--- src/rtl/memoria_sequencia_if.sv ---
// Bus between the game FSM and the sequence memory.
//   fill/seed        : start a pseudo-random fill, with its LFSR seed
//   busy/done        : fill engine status (done is a one-cycle pulse)
//   wr_en/addr/data  : user write port for recorded moves
//   onehot_err       : one-cycle pulse for a rejected non-one-hot write
//   address/data_out : synchronous read port
// The master modport is the game FSM side; the slave modport is the memory.
interface memoria_sequencia_if #(
  parameter int DATA_WIDTH = 4,
  parameter int ADDR_WIDTH = 4
);
  logic                  fill;
  logic [7:0]            seed;
  logic                  busy;
  logic                  done;
  logic                  wr_en;
  logic [ADDR_WIDTH-1:0] wr_addr;
  logic [DATA_WIDTH-1:0] wr_data;
  logic                  onehot_err;
  logic [ADDR_WIDTH-1:0] address;
  logic [DATA_WIDTH-1:0] data_out;

  modport master (
    output fill, seed, wr_en, wr_addr, wr_data, address,
    input  busy, done, onehot_err, data_out
  );

  modport slave (
    input  fill, seed, wr_en, wr_addr, wr_data, address,
    output busy, done, onehot_err, data_out
  );
endinterface

--- src/rtl/memoria_sequencia.sv ---
// Sequence memory for the sequence game: a DEPTH x DATA_WIDTH RAM of one-hot
// symbols with a registered read port, a user write port that only accepts
// one-hot symbols, and a fill engine that writes every word from an 8-bit LFSR.
// Ports:
//   clock : rising-edge clock
//   reset : synchronous active-high reset (RAM contents are kept)
//   bus   : memoria_sequencia_if slave (fill/seed, busy/done, user write,
//           onehot_err, address/data_out)
module memoria_sequencia #(
  parameter int DATA_WIDTH = 4,
  parameter int ADDR_WIDTH = 4
) (
  input logic                clock,
  input logic                reset,
  memoria_sequencia_if.slave bus
);
  localparam int DEPTH = 1 << ADDR_WIDTH;
  localparam int SEL_W = (DATA_WIDTH > 1) ? $clog2(DATA_WIDTH) : 1;

  typedef enum logic {IDLE, FILL} state_t;

  state_t                state_reg;
  logic [7:0]            lfsr_reg;
  logic [ADDR_WIDTH:0]   index_reg;   // one extra bit so the last-word compare never wraps
  logic                  busy_reg;
  logic                  done_reg;
  logic                  err_reg;
  logic [DATA_WIDTH-1:0] data_reg;

  logic [DATA_WIDTH-1:0] mem [DEPTH];

  logic [DATA_WIDTH-1:0] symbol;
  logic [7:0]            lfsr_next;
  logic [7:0]            seed_fixed;
  logic                  wr_onehot;
  logic                  last_word;
  logic                  mem_we;
  logic [ADDR_WIDTH-1:0] mem_waddr;
  logic [DATA_WIDTH-1:0] mem_wdata;

  // Decode the low LFSR bits into a one-hot symbol.
  for (genvar gi = 0; gi < DATA_WIDTH; gi++) begin : g_symbol
    assign symbol[gi] = (lfsr_reg[SEL_W-1:0] == SEL_W'(gi));
  end

  assign lfsr_next  = {lfsr_reg[6:0], lfsr_reg[7] ^ lfsr_reg[5] ^ lfsr_reg[4] ^ lfsr_reg[3]};
  assign seed_fixed = (bus.seed == 8'h00) ? 8'h01 : bus.seed;  // all-zero LFSR would lock up
  assign wr_onehot  = ($countones(bus.wr_data) == 1);
  assign last_word  = (index_reg == (ADDR_WIDTH+1)'(DEPTH - 1));

  // Single RAM write port: the fill engine owns it while filling; otherwise a
  // valid user write gets it unless a fill starts on the same edge.
  always_comb begin
    mem_we    = 1'b0;
    mem_waddr = bus.wr_addr;
    mem_wdata = bus.wr_data;
    if (state_reg == FILL) begin
      mem_we    = 1'b1;
      mem_waddr = index_reg[ADDR_WIDTH-1:0];
      mem_wdata = symbol;
    end else if (bus.wr_en && !bus.fill && wr_onehot) begin
      mem_we = 1'b1;
    end
  end

  always_ff @(posedge clock) begin
    if (mem_we) begin
      mem[mem_waddr] <= mem_wdata;
    end
  end

  // Registered read; reads the pre-write contents on a same-address collision.
  always_ff @(posedge clock) begin
    if (reset) begin
      data_reg <= '0;
    end else begin
      data_reg <= mem[bus.address];
    end
  end

  always_ff @(posedge clock) begin
    if (reset) begin
      state_reg <= IDLE;
      lfsr_reg  <= 8'h01;
      index_reg <= '0;
      busy_reg  <= 1'b0;
      done_reg  <= 1'b0;
      err_reg   <= 1'b0;
    end else begin
      done_reg <= 1'b0;
      err_reg  <= 1'b0;
      case (state_reg)
        IDLE: begin
          if (bus.fill) begin
            state_reg <= FILL;
            lfsr_reg  <= seed_fixed;
            index_reg <= '0;
            busy_reg  <= 1'b1;
          end else if (bus.wr_en && !wr_onehot) begin
            err_reg <= 1'b1;
          end
        end
        FILL: begin
          lfsr_reg  <= lfsr_next;
          index_reg <= index_reg + 1'b1;
          if (last_word) begin
            done_reg <= 1'b1;
            // A fill on the completing edge chains straight into a new fill;
            // fill pulses on any earlier edge are ignored.
            if (bus.fill) begin
              lfsr_reg  <= seed_fixed;
              index_reg <= '0;
            end else begin
              state_reg <= IDLE;
              busy_reg  <= 1'b0;
            end
          end
        end
        default: state_reg <= IDLE;
      endcase
    end
  end

  assign bus.busy       = busy_reg;
  assign bus.done       = done_reg;
  assign bus.onehot_err = err_reg;
  assign bus.data_out   = data_reg;
endmodule
--- src/flat_wrapper.sv ---
// flat-port wrapper written by rule: the top's interface ports become plain ports
module memoria_sequencia_flat 
#(
  parameter int DATA_WIDTH = 4,
  parameter int ADDR_WIDTH = 4
)
  (clock, reset, bus_fill, bus_seed, bus_wr_en, bus_wr_addr, bus_wr_data, bus_address, bus_busy, bus_done, bus_onehot_err, bus_data_out);
  memoria_sequencia_if #(.DATA_WIDTH(DATA_WIDTH), .ADDR_WIDTH(ADDR_WIDTH)) bus_i ();
  input logic clock;
  input logic reset;
  input wire logic [$bits(bus_i.fill)-1:0] bus_fill;
  input wire logic [$bits(bus_i.seed)-1:0] bus_seed;
  input wire logic [$bits(bus_i.wr_en)-1:0] bus_wr_en;
  input wire logic [$bits(bus_i.wr_addr)-1:0] bus_wr_addr;
  input wire logic [$bits(bus_i.wr_data)-1:0] bus_wr_data;
  input wire logic [$bits(bus_i.address)-1:0] bus_address;
  output wire logic [$bits(bus_i.busy)-1:0] bus_busy;
  output wire logic [$bits(bus_i.done)-1:0] bus_done;
  output wire logic [$bits(bus_i.onehot_err)-1:0] bus_onehot_err;
  output wire logic [$bits(bus_i.data_out)-1:0] bus_data_out;
  assign bus_i.fill = bus_fill;
  assign bus_i.seed = bus_seed;
  assign bus_i.wr_en = bus_wr_en;
  assign bus_i.wr_addr = bus_wr_addr;
  assign bus_i.wr_data = bus_wr_data;
  assign bus_i.address = bus_address;
  assign bus_busy = bus_i.busy;
  assign bus_done = bus_i.done;
  assign bus_onehot_err = bus_i.onehot_err;
  assign bus_data_out = bus_i.data_out;
  memoria_sequencia #(.DATA_WIDTH(DATA_WIDTH), .ADDR_WIDTH(ADDR_WIDTH)) u_core (.clock(clock), .reset(reset), .bus(bus_i));
endmodule
--- config.mk ---
export PLATFORM = sky130hd
export DESIGN_NAME = memoria_sequencia_flat
export DESIGN_NICKNAME = d
export VERILOG_FILES = /design/src/rtl/memoria_sequencia_if.sv /design/src/rtl/memoria_sequencia.sv /design/src/flat_wrapper.sv
export SDC_FILE = /design/constraint.sdc
export NUM_CORES = 1
export LEC_CHECK = 0
export ABC_AREA = 1
export ABC_CLOCK_PERIOD_IN_PS = 4200
export CAP_MARGIN = 20
export CELL_PAD_IN_SITES_DETAIL_PLACEMENT = 1
export CELL_PAD_IN_SITES_GLOBAL_PLACEMENT = 2
export CORE_MARGIN = 2
export CORE_UTILIZATION = 39
export DETAILED_ROUTE_END_ITERATION = 12
export GPL_TIMING_DRIVEN = 1
export PLACE_DENSITY = 0.88
export SYNTH_ARGS = -nofsm -noshare
export SYNTH_HDL_FRONTEND = slang
export SYNTH_SLANG_ARGS = --single-unit
--- constraint.sdc ---
create_clock -name clock -period 4.2 [get_ports clock]
set_input_delay 0.63 -clock clock [delete_from_list [all_inputs] [get_ports clock]]
set_output_delay 0.63 -clock clock [all_outputs]
set_load 0.05 [all_outputs]
## Word-level counts from Yosys, hierarchy flattened

Memories as Yosys holds them, arrays and structs flattened. A register that Yosys moved wholly into a read port is not among the register bits.
Index checks and enable logic that the tools add are counted.

- Latch bits: 0
- Logic and storage cells: 57
- Output and inout bits: 7
- Input bits: 24
- Memory bits (read-only): 0
- Memories kept: 1
- Flip-flop bits (word level): 17
- Bits in writable memories: 64

Memories:

| memory | depth | bits a word | read ports | clocked after Yosys merged registers in | wr ports | line | source |
|---|---|---|---|---|---|---|---|
| u_core.mem | 16 | 4 | 1 | 1 | 1 | memoria_sequencia.sv:30 | `logic [DATA_WIDTH-1:0] mem [DEPTH];` |

- Muxes and demuxes: 24
- Order comparisons: 0
- Eq/ne operators: 8
- Bitwise logic cells: 4
- $mul: 0
- Add/subtract/negate cells: 4
- Div/mod/pow operators: 0
- Shifts and indexed selects: 0
- Reduce and logical (&&, ||, !) cells: 10

Operator list:

| cell | number |
|---|---|
| $add 32x32->32 | 1 |
| $eq 32x2->1 const B | 1 |
| $mux 8 | 4 |
| $pmux 8 s2 | 1 |
| $mux 5 | 3 |
| $mux 1 | 11 |
| $pmux 5 s2 | 1 |
| $logic_not 8->1 | 1 |
| $mux 4 | 2 |
| $ne 2x2->1 const B | 3 |
| $add 5x1->5 const B | 1 |
| $eq 5x4->1 const B | 1 |
| $add 1x1->2 | 2 |
| $eq 2x2->1 const B | 2 |
| $pmux 1 s2 | 2 |
| $logic_and 1x1->1 | 3 |
| $reduce_and 3->1 | 1 |
| $reduce_or 3->1 | 1 |
| $xor 1x1->1 | 3 |
| $eq 2x1->1 const B | 1 |
| $logic_not 1->1 | 2 |
| $logic_not 2->1 | 1 |
| $reduce_or 2->1 | 1 |
| $not 1->1 | 1 |

## Logic depth before layout (Yosys ltp)

Gate-level depths: netlist of the first run.

- Depth after elaboration: 8
- Depth in mapped cells: 10
- Gate-level depth less buffers: 9

## Worst setup path before layout of the first run

No wires, ideal clock.

- Path kind: input port to flip-flop
- Start point: in bus_wr_data[2]
- End point: mem u_core.mem[0][0], enable pin
- Buffers on the path: 0
- Stages: 8
- Path slack: 1526 ps
- Arrival time: 2345 ps
- Path through: ha_1 > ha_1 > fa_1 > nor3b_1 > nand3_1 > nand2_1 > nand4_1 > nor2_1

- Cells in the longest elaborated chain, start to end: 8

Ends and longest elaborated chain:

| item | line | source |
|---|---|---|
| from (decl) | flat_wrapper.sv:15 | `input wire logic [$bits(bus_i.wr_data)-1:0] bus_wr_data;` |
| $add 1x1->2 (implied by the code) | memoria_sequencia.sv:48 | `assign wr_onehot = ($countones(bus.wr_data) == 1);` |
| $add 32x32->32 (implied by the code) | memoria_sequencia.sv:48 |  |
| $eq 32x2->1 | memoria_sequencia.sv:48 |  |
| $logic_and 1x1->1 | memoria_sequencia.sv:61 | `end else if (bus.wr_en && !bus.fill && wr_onehot) begin` |
| $mux 1 | memoria_sequencia.sv:61 |  |
| $mux 1 | memoria_sequencia.sv:57 | `if (state_reg == FILL) begin` |
| $mux 1 | memoria_sequencia.sv:67 | `if (mem_we) begin` |
| $mux 1 (implied by the code) | memoria_sequencia.sv:68 | `mem[mem_waddr] <= mem_wdata;` |
| to (decl) | memoria_sequencia.sv:30 |  |

Every way passes these cells.

## Final worst setup path of the first run

- Start point: in bus_wr_data[2]
- End point: mem u_core.mem[2][2], enable pin

The elaborated chain is that of the path after synthesis.

==> impl_metrics.csv, run 1 <==
group,metric,value,unit
critical_path,cp.required,4.21,ns
cells_and_area,antennaDiodeCount,0,
floorplanning,core.rowCount,36,
routing,drt_iter0_drc,99,
synth,synth_cell_types,26,
routing,drt_pre_antenna_iters,4,
power,power,1.689,mW
critical_path,cp.buffers_inverters,1,
synth,synthTopCellsByCount,"137 x nand2_1, 64 x edfxtp_1, 60 x inv_1, 60 x nand3_1, 35 x nor2_1",
sta,post-route-period-util,75.60,%
place,io_buffers,30,
critical_path,endpoint_kind,"flip-flop",
place,pre_cts_ws,0.6426,ns
synth,synthCells,437,
synth,yosysTopAreaCell,"edfxtp_1",
critical_path,crit_slowest_cell,"clkdlybuf4s50_1",
synth,syn_area,0.003914,mm2
clock_network,cts_root_buffer,"clkbuf_8",
critical_path,crit_family,"simple AND/OR/NAND/NOR gates",
place,place_inst,589,
place,place_congestion,0.7663,
sta,fin_skew,0.01244,ns
clock_network,path_clk_slew,0.08,ns
clock_network,cts_sinks,85,
critical_path,path_max_fanout,4,
cells_and_area,largest_reg_flops,64,
clock_network,cts_resized,0,
synth,synth_fp_nets,466,
critical_path,cpMostUsedCell,"ha_1",
global_route,grt_overflow,0,
cells_and_area,drive_gt1_share,5.297,%
critical_path,crit_type,"input port to flip-flop",
synth,seq_area_frac_synth,59.85,%
sta,hold_viol_final,0,
sta,worst_slack,1.025,ns
sta,whs,0.4978,ns
floorplanning,core,0.009774,mm2
sta,relSlewSlack,36.16,%
global_route,antenna_found_initial,0,
routing,routedWlPerCell,15.49,um
floorplanning,ios,31,
synth,avgSynthCellArea,8.956,um2
routing,wirelength,9370,um
power,p_sw_share,25.52,%
sta,tightest_slew,0.9566,ns
cells_and_area,postLayoutCellArea,0.004509,mm2
clock_network,cts_buffers,9,
clock_network,clk_latency,0.36,ns
routing,vias_per_cell,4.874,
clock_network,postCtsSetupRepairBufs,0,
power,leakage,1.929,nW
synth,synth-edff-count,64,
critical_path,critPathMaxStageDelay,0.43,ns
global_route,grt_pass1_wl,15100,um
place,hpwl,6884,um
clock_network,hold_buffers,0,
floorplanning,fp.dieW,104.2,um
routing,drc,0,
sta,fin_setup_tns,0,ns
synth,synthArstFlopShare,0,%
sta,finalMaxSlewViolations,0,
cells_and_area,final_cells,605,
synth,ys_warn_count,0,
power,pwr-share-seq,56.1,%
power,p_sw,0.4309,mW
global_route,grt_max_degree,34,
sta,setup_violations,0,
critical_path,worstPathArrival,3.19,ns
clock_network,clockBufferDepth,2,
global_route,grt_pass1_vias,3088,
clock_network,cts_tree,"built",
place,placed_cell_area,0.004333,mm2
synth,yosysMostFrequentCell,"nand2_1",
critical_path,worstPathCellList,"clkdlybuf4s50_1, ha_1, ha_1, fa_1, nor3b_1, nand3_1, nand2_1, nand4_1, nor2_1",
floorplanning,die_area,0.01085,mm2
floorplanning,die_h,104.2,um
cells_and_area,nets,496,
sta,max_freq,315.0,MHz
global_route,grt_use_total,17.94,%
power,p_clk_share,30.8,%
routing,vias,2949,
synth,netlist.area_leader.share,49.10,%
synth,synth-seq-cells,85,
power,power_frac_comb,13.1,%
flow_run,maxCapViolCount,0,
synth,synth.area.top_cells,"edfxtp_1 49%, nand2_1 13%, dfxtp_1 11%, nand3_1 7.7%, inv_1 5.8%",
floorplanning,start_util,40.04,%
power,p_int,1.258,mW
sta,post-route-min-period,3.175,ns
cells_and_area,area_growth,15.22,%
worst_hold_path,hold_path.class,"flip-flop to flip-flop",
cells_and_area,post-route-util,46.13,%
critical_path,start_kind,"input port",
synth,synth-main-ff-cell,"edfxtp_1",
power,power.density,374.6,mW/mm2
power,vdd.ir_drop.worst,0.1403,mV
clock_network,htreeDepth,3,
run_status,outcome,"completed",
routing,ant_nets,0,
sta,rsz0062_at_grt,"false",
## worst reg2reg max path: cells and delay by family, from the launching register on
kind,cells,cell delay (ns)
buffers and inverters,2,0.47
AO/OA/AOI/OAI,1,0.16
flip-flops,1,0.31
AND/OR/NAND/NOR,3,0.99
## layer usage
layer  vias up  wire (um)  part of all wire (%)  global-route usage (%)
met5         -          0                     0                       0
met4         0        196                   2.1                   6.660
met3        16        316                   3.4                   3.822
met2        55       4550                    49                   30.36
met1      1406       4307                    46                   22.62
li1       1472          -                     -                       -
## layout by cell type (no fill, tap or decap), types with 2 or more instances in the layout
cell type / netlist / routed
nand3_1: 60 / 60
edfxtp_1: 64 / 64
ha_1: 4 / 4
buf_4: 2 / 6
nand2_1: 137 / 137
xor2_1: 2 / 2
o21ai_0: 8 / 8
or2_2: 2 / 2
inv_1: 60 / 60
xnor2_1: 2 / 2
nand4_1: 4 / 4
a21oi_1: 10 / 10
nor2_1: 35 / 35
clkbuf_1: 3 / 2
clkdlybuf4s50_1: 0 / 30
clkbuf_8: 0 / 11
inv_4: 0 / 2
o211ai_1: 3 / 3
dfxtp_1: 21 / 21
## area by class of cell
type,count,area [um2]
Clock buffer,13,158.9
Clock inverter,3,17.52
Fill cell,1154,5265
Inverter,60,225.2
Multi-Input combinational cell,275,1254
Sequential cell,85,2342
Tap cell,133,166.4
Timing Repair Buffer,36,345.3
## final timing paths
| kind | startpoint | to | slack, ns | depth (start not counted) |
|---|---|---|---|---|
| worst min register to register | u_core.index_reg[3]$_SDFFE_PP0P_ | u_core.index_reg[3]$_SDFFE_PP0P_ | 0.50 | 2 |
| worst max register to register | u_core.state_reg$_SDFF_PP0_ | u_core.mem[2][2]$_DFFE_PP_ | 1.92 | 6 |
| worst max-delay path | bus_wr_data[2] | u_core.mem[2][2]$_DFFE_PP_ | 1.02 | 9 |
| worst min-delay path | u_core.index_reg[3]$_SDFFE_PP0P_ | u_core.index_reg[3]$_SDFFE_PP0P_ | 0.50 | 2 |
## kinds of logic (layout without fill, tap and decap cells)
logic type      Yosys count  after routing  synth area share [%]
simple gates            242            242                 25.86
flops                    85             85                 59.85
buf+inv                  77            112                 8.120
compound gates           24             24                 3.485
fa+ha+maj                 5              5                 1.790
xor+xnor                  4              4                0.8953
## power by group through the flow
| stage | sequential [mW] | clock [mW] | combinational [mW] |
|---|---|---|---|
| after global placement | 0.966 | 0 | 0.218 |
| final | 0.947 | 0.521 | 0.221 |
| after detailed placement | 0.967 | 0 | 0.224 |
| after floorplan | 0.978 | 0 | 0.121 |
| after global routing | 0.950 | 0.562 | 0.247 |
| after CTS | 0.948 | 0.538 | 0.225 |
Power figures use the tool's default switching activity.
==> run 2: changes to the inputs <==
--- a/config.mk
+++ b/config.mk
@@ -6,15 +6,15 @@
 export NUM_CORES = 1
 export LEC_CHECK = 0
 export ABC_AREA = 1
-export ABC_CLOCK_PERIOD_IN_PS = 4200
+export ABC_CLOCK_PERIOD_IN_PS = 2700
 export CAP_MARGIN = 20
 export CELL_PAD_IN_SITES_DETAIL_PLACEMENT = 1
 export CELL_PAD_IN_SITES_GLOBAL_PLACEMENT = 2
 export CORE_MARGIN = 2
-export CORE_UTILIZATION = 39
+export CORE_UTILIZATION = 32
 export DETAILED_ROUTE_END_ITERATION = 12
 export GPL_TIMING_DRIVEN = 1
-export PLACE_DENSITY = 0.88
+export PLACE_DENSITY = 0.77
 export SYNTH_ARGS = -nofsm -noshare
 export SYNTH_HDL_FRONTEND = slang
 export SYNTH_SLANG_ARGS = --single-unit
==> constraint.sdc (replaced) <==
create_clock -name clock -period 2.7 [get_ports clock]
set_input_delay 0.405 -clock clock [delete_from_list [all_inputs] [get_ports clock]]
set_output_delay 0.405 -clock clock [all_outputs]
set_load 0.05 [all_outputs]
==> impl_metrics.csv, run 2 (synthesis gave the netlist of run 1 again) <==
group,metric,value,unit
run_status,outcome,"completed",
global_route,antenna_found_initial,0,
cells_and_area,nets,519,
routing,ant_nets,0,
place,place_congestion,0.8044,
routing,vias,3026,
sta,finalMaxSlewViolations,0,
cells_and_area,layout_common_cells,"136 x nand2_1, 64 x edfxtp_1, 60 x inv_1, 60 x nand3_1, 35 x nor2_1",
global_route,grt_pass1_wl,16060,um
sta,relSlewSlack,54.94,%
critical_path,regToRegStartpoint,"u_core.state_reg$_SDFF_PP0_",
power,power.density,621.3,mW/mm2
worst_hold_path,hold_path.class,"flip-flop to flip-flop",
critical_path,start_kind,"input port",
routing,drt_pre_antenna_iters,4,
power,leakage,2.094,nW
clock_network,cts_sinks,85,
place,io_buffers,30,
global_route,grt_overflow,0,
sta,tightest_slew,0.6743,ns
cells_and_area,area_growth,22.83,%
routing,drc,0,
place,placed_cell_area,0.004508,mm2
floorplanning,start_util,32.72,%
cells_and_area,largest_reg_flops,64,
clock_network,htreeDepth,3,
floorplanning,fp.dieW,114.6,um
cells_and_area,final_common_cell,"nand2_1",
routing,wirelength,9822,um
critical_path,cp.required,2.76,ns
critical_path,reg2reg_depth,5,
critical_path,rr_endpoint,"u_core.mem[8][3]$_DFFE_PP_",
floorplanning,core.rowCount,40,
clock_network,cts_buffers,9,
critical_path,path_max_fanout,4,
worst_hold_path,holdPathStages,2,
sta,rsz0062_at_grt,"false",
power,vdd.ir_drop.worst,0.2702,mV
critical_path,worstPathArrival,2.55,ns
clock_network,clk_latency,0.34,ns
sta,fin_setup_tns,0,ns
sta,post-route-period-util,92.28,%
clock_network,clockBufferDepth,2,
critical_path,crit_type,"input port to flip-flop",
routing,vias_per_cell,4.713,
floorplanning,die_h,114.6,um
floorplanning,die_area,0.01313,mm2
global_route,grt_max_degree,33,
routing,routedWlPerCell,15.30,um
sta,fin_skew,0.004628,ns
global_route,grt_pass1_vias,3261,
flow_run,maxCapViolCount,0,
floorplanning,core,0.01196,mm2
floorplanning,ios,31,
global_route,grt_use_total,16.41,%
critical_path,endpoint_kind,"flip-flop",
cells_and_area,antennaDiodeCount,0,
routing,drt_iter0_drc,104,
sta,setup_violations,0,
critical_path,reg2reg_slack,0.65,ns
place,hpwl,6930,um
worst_hold_path,hold_path.startpoint,"u_core.index_reg[3]$_SDFFE_PP0P_",
worst_hold_path,min_to,"u_core.index_reg[3]$_SDFFE_PP0P_",
power,power,2.986,mW
cells_and_area,drive_gt1_share,10.10,%
clock_network,cts_root_buffer,"clkbuf_16",
cells_and_area,postLayoutCellArea,0.004807,mm2
clock_network,hold_buffers,0,
clock_network,path_clk_slew,0.05,ns
sta,post-route-min-period,2.492,ns
clock_network,cts_tree,"built",
sta,hold_viol_final,0,
sta,max_freq,401.4,MHz
-- run 2: cell types whose count changed in the layout (fill, tap and decap cells not counted), moves of 2 or more --
cell	before	now
clkdlybuf4s50_1	30	26
clkbuf_8	11	2
clkdlybuf4s15_1	0	4
clkbuf_16	0	9
buf_4	6	29
inv_4	2	0
-- run 2: worst max-delay path, cell delays in order --
cell and delay (ns):
clkdlybuf4s15_1 0.19, ha_1 0.30, ha_2 0.19, fa_1 0.45, nor3b_2 0.23, nand3_1 0.12
nand2_2 0.11, nand4_1 0.22, nor2_1 0.18, buf_4 0.15
-- run 2: per-layer routing --
layer  wire, um  track usage (%)  share of wire [%]  vias up
li1           -                -                  -     1515
met1       4277            18.80                 44     1442
met2       4946            29.39                 50       55
met3        421            4.023                4.3       14
met4        177            6.341                1.8        0
met5          0                0                  0        -
-- run 2: worst max-delay path by stage --
stage,from,end,slack (ns),cells after the start
floorplan,bus_wr_data[2],u_core.mem[0][0]$_DFFE_PP_,0.25,8
global placement,bus_wr_data[1],u_core.mem[7][1]$_DFFE_PP_,-0.54,10
detailed placement,bus_wr_data[0],u_core.mem[0][2]$_DFFE_PP_,-0.57,10
CTS,bus_wr_data[1],u_core.mem[6][1]$_DFFE_PP_,0.07,10
global route,bus_wr_data[1],u_core.mem[7][2]$_DFFE_PP_,0.006,10
finish,bus_wr_data[0],u_core.mem[6][2]$_DFFE_PP_,0.21,10
-- run 2: where the power goes --
| part | switching (mW) | internal, mW | leakage (nW) |
|---|---|---|---|
| combinational | 0.231 | 0.136 | 1.20 |
| sequential | 0.0186 | 1.46 | 0.755 |
| clock | 0.472 | 0.671 | 0.137 |
| total | 0.722 | 2.26 | 2.09 |
-- run 2: final cells by class --
class | instances | area [um2]
fill | 1404 | 7154
sequential | 85 | 2342
multi-input combinational | 275 | 1264
timing repair buffer | 59 | 518.0
clock buffer | 14 | 264.0
inverter | 60 | 225.2
tap | 147 | 183.9
clock inverter | 2 | 10.01
-- run 2: through the flow --
stage | std cells | utilization (%) | setup WS (ns) | hold slack, ns
final | 642 | 40.19 | 0.2085 | 0.4906
after global routing | 642 | 40.19 | 0.006416 | 0.5269
after CTS | 642 | 40.15 | 0.07285 | 0.4915
after detailed placement | 624 | 37.69 | -0.5721 | 0.4816
after global placement | 624 | 37.69 | -0.5374 | 0.4798
after floorplan | 437 | - | 0.2510 | 0.4575
-- run 2: what timing repair did --
item                       CTS  global route
gates resized for setup      7             4
setup endpoints to repair   64            17
pin swaps                    7             8
setup buffers                2             0
